$ cat config.mk
export PLATFORM = sky130hd
export DESIGN_NAME = buff_ctrl
export DESIGN_NICKNAME = d
export VERILOG_FILES = /design/src/rtl/buff_pkg.sv /design/src/rtl/buff_ctrl_skid.sv /design/src/rtl/buff_ctrl.sv
export SDC_FILE = /design/constraint.sdc
export NUM_CORES = 1
export LEC_CHECK = 0
export ABC_AREA = 1
export BUFFER_PORTS_ARGS = -buffer_cell sky130_fd_sc_hd__buf_2
export CORE_MARGIN = 2
export CORE_UTILIZATION = 40
export CTS_CLUSTER_SIZE = 16
export DETAILED_ROUTE_END_ITERATION = 8
export SLEW_MARGIN = 20
export SYNTH_ARGS = -nofsm -noshare
export SYNTH_HDL_FRONTEND = slang
export SYNTH_HIERARCHICAL = 1
export SYNTH_SLANG_ARGS = --single-unit
$ cat constraint.sdc
create_clock -name clk2 -period 2.46 [get_ports clk2]
set_input_delay 0.246 -clock clk2 [delete_from_list [all_inputs] [get_ports clk2]]
set_output_delay 0.246 -clock clk2 [all_outputs]
set_load 0.02 [all_outputs]
$ cat src/rtl/buff_pkg.sv
// Shared defaults and FSM state types for the buff_ctrl ping-pong frame controller.
package buff_pkg;

    localparam int unsigned DEF_DATA_BITS = 16;
    localparam int unsigned DEF_ADDR_BITS = 10;
    localparam int unsigned DEF_FRAME_LEN = 1024;

    typedef enum logic [1:0] {
        W_FILL,
        W_WAIT,
        W_SWAP
    } wr_state_e;

    typedef enum logic [1:0] {
        R_IDLE,
        R_STREAM,
        R_DRAIN
    } rd_state_e;

endpackage

$ cat src/rtl/buff_ctrl_skid.sv
// Small FIFO catching buffer read data; valid/ready on the output, free-slot count for read credit.
module buff_ctrl_skid #(
    parameter int unsigned WIDTH = 17,
    parameter int unsigned DEPTH = 2
) (
    input  logic                           clk_i,
    input  logic                           rst_i,
    input  logic                           push_i,
    input  logic [WIDTH-1:0]               push_data_i,
    output logic [WIDTH-1:0]               pop_data_o,
    output logic                           pop_vld_o,
    input  logic                           pop_ready_i,
    output logic [$clog2(DEPTH + 1)-1:0]   free_o
);

    localparam int unsigned PW = (DEPTH > 1) ? $clog2(DEPTH) : 1;
    localparam int unsigned CW = $clog2(DEPTH + 1);

    logic [WIDTH-1:0] mem_q [DEPTH];
    logic [PW-1:0]    wr_ptr_q, wr_ptr_d;
    logic [PW-1:0]    rd_ptr_q, rd_ptr_d;
    logic [CW-1:0]    cnt_q, cnt_d;
    logic             pop;

    function automatic logic [PW-1:0] ptr_inc(input logic [PW-1:0] p);
        return (p == PW'(DEPTH - 1)) ? '0 : p + 1'b1;
    endfunction

    assign pop_vld_o  = (cnt_q != '0);
    assign pop        = pop_vld_o && pop_ready_i;
    assign pop_data_o = mem_q[rd_ptr_q];
    assign free_o     = CW'(DEPTH) - cnt_q;

    always_comb begin
        wr_ptr_d = push_i ? ptr_inc(wr_ptr_q) : wr_ptr_q;
        rd_ptr_d = pop ? ptr_inc(rd_ptr_q) : rd_ptr_q;
        cnt_d    = cnt_q + CW'(push_i) - CW'(pop);
    end

    always_ff @(posedge clk_i) begin
        if (rst_i) begin
            wr_ptr_q <= '0;
            rd_ptr_q <= '0;
            cnt_q    <= '0;
        end else begin
            wr_ptr_q <= wr_ptr_d;
            rd_ptr_q <= rd_ptr_d;
            cnt_q    <= cnt_d;
        end
    end

    always_ff @(posedge clk_i) begin
        if (push_i) mem_q[wr_ptr_q] <= push_data_i;
    end

endmodule

$ cat src/rtl/buff_ctrl.sv
// Ping-pong frame controller: fills the write bank, swaps when the reader is idle, streams the read bank.
// Define BUFF_CTRL_OVR_EN to enable the sticky overrun flag and saturating drop counter.
module buff_ctrl
    import buff_pkg::*;
#(
    parameter int unsigned DATA_BITS  = DEF_DATA_BITS,
    parameter int unsigned ADDR_BITS  = DEF_ADDR_BITS,
    parameter int unsigned FRAME_LEN  = DEF_FRAME_LEN,
    parameter int unsigned RD_LATENCY = 1
) (
    input  logic                 clk2,
    input  logic                 rst,
    input  logic [DATA_BITS-1:0] sample_i,
    input  logic                 sample_vld_i,
    output logic                 buff_sel_o,
    output logic [ADDR_BITS-1:0] buff_waddr_o,
    output logic [DATA_BITS-1:0] buff_wdata_o,
    output logic [ADDR_BITS-1:0] buff_raddr_o,
    input  logic [DATA_BITS-1:0] buff_rdata_i,
    output logic [DATA_BITS-1:0] rd_data_o,
    output logic                 rd_vld_o,
    output logic                 rd_last_o,
    input  logic                 rd_ready_i,
    output logic                 ovr_o,
    output logic [15:0]          ovr_cnt_o
);

    localparam int unsigned DEPTH = RD_LATENCY + 1;
    localparam int unsigned CW    = $clog2(DEPTH + 1);
    localparam logic [ADDR_BITS-1:0] LAST_ADDR = ADDR_BITS'(FRAME_LEN - 1);

    wr_state_e w_state_q, w_state_d;
    rd_state_e r_state_q, r_state_d;

    logic [ADDR_BITS-1:0]  wptr_q, wptr_d, waddr_q, waddr_d, rptr_q, rptr_d;
    logic [DATA_BITS-1:0]  wdata_q, wdata_d;
    logic                  sel_q, sel_d;
    logic [RD_LATENCY-1:0] pend_q, pend_d, pend_last_q, pend_last_d;
    logic                  issue, pop;
    logic [CW-1:0]         free;
    logic [DATA_BITS:0]    head;
    logic                  head_vld;
    int unsigned           inflight;

    always_comb begin
        w_state_d = w_state_q;
        wptr_d    = wptr_q;
        waddr_d   = waddr_q;
        wdata_d   = wdata_q;
        sel_d     = sel_q;
        case (w_state_q)
            W_FILL: begin
                if (sample_vld_i) begin
                    waddr_d = wptr_q;
                    wdata_d = sample_i;
                    if (wptr_q == LAST_ADDR) begin
                        wptr_d    = '0;
                        w_state_d = (r_state_q == R_IDLE) ? W_SWAP : W_WAIT;
                    end else begin
                        wptr_d = wptr_q + 1'b1;
                    end
                end
            end
            W_WAIT: if (r_state_q == R_IDLE) w_state_d = W_SWAP;
            W_SWAP: begin
                sel_d     = ~sel_q;
                wptr_d    = '0;
                w_state_d = W_FILL;
            end
            default: w_state_d = W_FILL;
        endcase
    end

    always_comb begin
        inflight = 0;
        for (int unsigned i = 0; i < RD_LATENCY; i++) inflight += 32'(pend_q[i]);
        issue     = 1'b0;
        r_state_d = r_state_q;
        rptr_d    = rptr_q;
        case (r_state_q)
            R_IDLE: begin
                if (w_state_q == W_SWAP) begin
                    r_state_d = R_STREAM;
                    rptr_d    = '0;
                end
            end
            R_STREAM: begin
                // a word leaving the skid this cycle frees the slot for the read issued now
                issue = (32'(free) + 32'(pop)) > inflight;
                if (issue) begin
                    if (rptr_q == LAST_ADDR) begin
                        rptr_d    = '0;
                        r_state_d = R_DRAIN;
                    end else begin
                        rptr_d = rptr_q + 1'b1;
                    end
                end
            end
            R_DRAIN: if (pop && head[DATA_BITS]) r_state_d = R_IDLE;
            default: r_state_d = R_IDLE;
        endcase
        pend_d      = (pend_q << 1) | RD_LATENCY'(issue);
        pend_last_d = (pend_last_q << 1) | RD_LATENCY'(issue && (rptr_q == LAST_ADDR));
    end

    always_ff @(posedge clk2) begin
        if (rst) begin
            w_state_q   <= W_FILL;
            r_state_q   <= R_IDLE;
            wptr_q      <= '0;
            waddr_q     <= '0;
            wdata_q     <= '0;
            rptr_q      <= '0;
            sel_q       <= 1'b0;
            pend_q      <= '0;
            pend_last_q <= '0;
        end else begin
            w_state_q   <= w_state_d;
            r_state_q   <= r_state_d;
            wptr_q      <= wptr_d;
            waddr_q     <= waddr_d;
            wdata_q     <= wdata_d;
            rptr_q      <= rptr_d;
            sel_q       <= sel_d;
            pend_q      <= pend_d;
            pend_last_q <= pend_last_d;
        end
    end

    buff_ctrl_skid #(
        .WIDTH (DATA_BITS + 1),
        .DEPTH (DEPTH)
    ) u_skid (
        .clk_i       (clk2),
        .rst_i       (rst),
        .push_i      (pend_q[RD_LATENCY-1]),
        .push_data_i ({pend_last_q[RD_LATENCY-1], buff_rdata_i}),
        .pop_data_o  (head),
        .pop_vld_o   (head_vld),
        .pop_ready_i (rd_ready_i),
        .free_o      (free)
    );

    assign pop          = head_vld && rd_ready_i;
    assign rd_vld_o     = head_vld;
    assign rd_data_o    = head[DATA_BITS-1:0];
    assign rd_last_o    = head_vld && head[DATA_BITS];
    assign buff_sel_o   = sel_q;
    assign buff_waddr_o = waddr_q;
    assign buff_wdata_o = wdata_q;
    assign buff_raddr_o = rptr_q;

`ifdef BUFF_CTRL_OVR_EN
    logic        drop;
    logic        ovr_q;
    logic [15:0] ovr_cnt_q;

    assign drop = (w_state_q == W_WAIT) && sample_vld_i;

    always_ff @(posedge clk2) begin
        if (rst) begin
            ovr_q     <= 1'b0;
            ovr_cnt_q <= '0;
        end else if (drop) begin
            ovr_q <= 1'b1;
            if (ovr_cnt_q != '1) ovr_cnt_q <= ovr_cnt_q + 1'b1;
        end
    end

    assign ovr_o     = ovr_q;
    assign ovr_cnt_o = ovr_cnt_q;
`else
    assign ovr_o     = 1'b0;
    assign ovr_cnt_o = '0;
`endif

endmodule

==> reports/qor.csv <==
stage,metric,value,unit
clock_tree,clockBufferDepth,2,
sta,fin_crit_sh,0.916,
sta,grt_setup_unrepaired,false,
layout,area_growth,17.1,%
route,dr_total_vias,3061,
critical_path,worstSetupPathType,reg2reg,
route,drt-total-wl,7940,um
route,via_per_inst,4.53,
layout,antenna_cells,0,
critical_path,cp_max_fo,18,
sta,max_freq,444,MHz
layout,final_cell_mix,"buf_2, nor2_1, nand2_1, dfxtp_1, inv_1",
placement,portBuffers,90,
layout,fillers,936,
critical_path,reg2reg_depth,15,
placement,post-dp-hpwl,5750,um
die,die-area,0.0110,mm2
sta,max_slew_margin,0.536,
clock_tree,postCtsSetupBuffers,0,
layout,drive_gt1_frac,0.267,
sta,clock_skew,0.00757,ns
route,first_iter_violations,110,
pwr,total_power,3.13,mW
min_path,min_path_cells,1,
synthesis,synth.largest_area_cell,dfxtp_1,
grt,grt_max_degree,25,
synthesis,syn_area,0.00409,mm2
sta,hold_viol_final,0,
synthesis,synthDominantCellAreaShare,0.284,
die,core_area,0.00986,mm2
sta,setup-violations-final,0,
synthesis,avgSynthCellArea,9.17,um2
flow_run,max_cap_violations,0,
grt,grt_usage,0.150,
clock_tree,cts_tree,built,
pwr,ir_worst_vdd,0.311,mV
critical_path,crit_required,2.75,ns
critical_path,worst_setup_path_end_kind,flip-flop,
grt,first_global_vias,3026,
layout,final_nets,583,
sta,tightest_slew,0.695,ns
clock_tree,ctsResizeCount,0,
grt,grt_antenna_before_repair,0,
sta,fin_tns_setup,0,ns
placement,placed_area,0.00460,mm2
layout,finalInstanceArea,0.00479,mm2
synthesis,netlist_instances,446,
clock_tree,cts_root_buffer,clkbuf_8,
synthesis,yosysSeqAreaShare,0.534,
die,ios,108,
sta,slew_viol_final,0,
die,start_util,0.414,
route,ant_nets,0,
clock_tree,cts_made_buffers,9,
synthesis,synthTopCellsByArea,"dfxtp_1, edfxtp_1, nor2_1, nand2_1, inv_1",
layout,final_common_cell,buf_2,
die,die_y,105,um
die,die_w,105,um
pwr,power.leakage,2.14,nW
die,rows,36,
clock_tree,clock_latency,0.36,ns
clock_tree,hold_buffers,0,
clock_tree,clk_pin_slew,0.10,ns
placement,routabilityCongestion,0.820,
synthesis,yosysUniqueCellTypes,35,
clock_tree,cts.sinks,92,
route,drcViolationCount,0,
synthesis,ys_warn_count,6,
route,routedWlPerCell,11.7,um
status,status,"complete, no violations",
synthesis,synth_seq_cells,92,
min_path,hold_class,in2reg,
pwr,p_per_area,653,mW/mm2
sta,whs,0.0655,ns
critical_path,worst_setup_path_start_kind,flip-flop,
sta,fin_crit,2.25,ns
grt,overflow,0,
clock_tree,ctsHtreeMaxLevel,3,
grt,grt_pass1_wl,13600,um
critical_path,crit_arrival,2.55,ns
route,drtPass1Iterations,4,
logic make-up (layout without fill, tap and decap cells):
family	count (synthesis)	count (layout)	synth area share
AND/OR/NAND/NOR	187	187	0.201
flip-flops	92	92	0.534
buffers and inverters	82	163	0.103
AO/OA/AOI/OAI	57	57	0.0753
multiplexers	17	17	0.0560
adder cells (fa/ha/maj)	9	9	0.0275
other	1	17	0.000917
XOR/XNOR	1	1	0.00214
flip-flops by register name, summed over array words and instances (netlist names), named ones only:
signal and count:
u_skid/mem_q 34, buff_wdata_o 16, buff_raddr_o 10, buff_waddr_o 10, wptr_q 10, r_state_q 2
u_skid/cnt_q 2, w_state_q 2, buff_sel_o 1, pend_last_q 1, pend_q 1, u_skid/rd_ptr_q 1
u_skid/wr_ptr_q 1
critical path, stage by stage, from the launching register on:
cell     delay [ns]
dfxtp_1        0.35
inv_1          0.07
ha_1           0.20
inv_1          0.09
nand2_1        0.06
inv_1          0.07
ha_1           0.17
inv_1          0.05
ha_1           0.26
inv_1          0.05
nand3_1        0.13
nand3_4        0.15
nand2_8        0.12
nand2_1        0.20
nand2_1        0.11
a21oi_1        0.12
cell usage after synthesis:
cell type / count
a21oi_1: 19
a21oi_2: 4
a31oi_1: 1
buf_1: 1
buf_12: 2
buf_2: 5
buf_4: 18
buf_6: 1
clkbuf_1: 5
conb_1: 1
dfxtp_1: 58
edfxtp_1: 34
ha_1: 9
inv_1: 50
mux2_2: 7
mux2_4: 10
nand2_1: 72
nand2_2: 2
nand2_4: 1
nand2_8: 1
nand3_1: 24
nand3_2: 4
nand3_4: 1
nand3b_1: 1
nand4_1: 2
nor2_1: 74
nor2_2: 1
nor2_4: 1
nor3_1: 3
o21a_1: 1
o21ai_0: 29
o21ai_1: 1
o21bai_1: 1
o22ai_1: 1
xor2_1: 1
layout make-up:
class                           count  area, um2  area share
Clock inverter                      7       67.6      0.0141
Inverter                           50        188      0.0392
Tap cell                          133        166      0.0348
Clock buffer                        9        124      0.0259
Sequential cell                    92       2180       0.456
Multi-Input combinational cell    288       1540       0.323
Timing Repair Buffer               97        515       0.108
where the power goes:
part           internal (mW)  total (mW)  switching, mW
clock network          0.393       0.977          0.584
logic                  0.196       0.496          0.299
registers               1.62        1.65         0.0363
worst paths after layout:
| kind | start | endpoint | slack, ns |
|---|---|---|---|
| min | buff_rdata_i[1] | u_skid/mem_q[1][1] | 0.07 |
| max | u_skid/cnt_q[1] | buff_raddr_o[0] | 0.21 |
| max reg2reg | u_skid/cnt_q[1] | buff_raddr_o[0] | 0.21 |
| min reg2reg | pend_last_q | u_skid/mem_q[1][16] | 0.45 |
through the flow:
step                cells  setup slack, ns  utilization
finish                676            0.206        0.485
detailed placement    660            0.236        0.466
global placement      660            0.318        0.466
CTS                   676            0.210        0.485
global route          676           0.0298        0.485
floorplan             462            0.353            -
per-layer routing:
layer / vias to the layer above / part of all wire / global-route usage
met4: 0 / 0.015 / 0.0562
met5: - / 0 / 0
met1: 1385 / 0.47 / 0.185
met2: 74 / 0.46 / 0.251
li1: 1590 / - / -
met3: 12 / 0.054 / 0.0405
(Power assumes the default switching activity.)
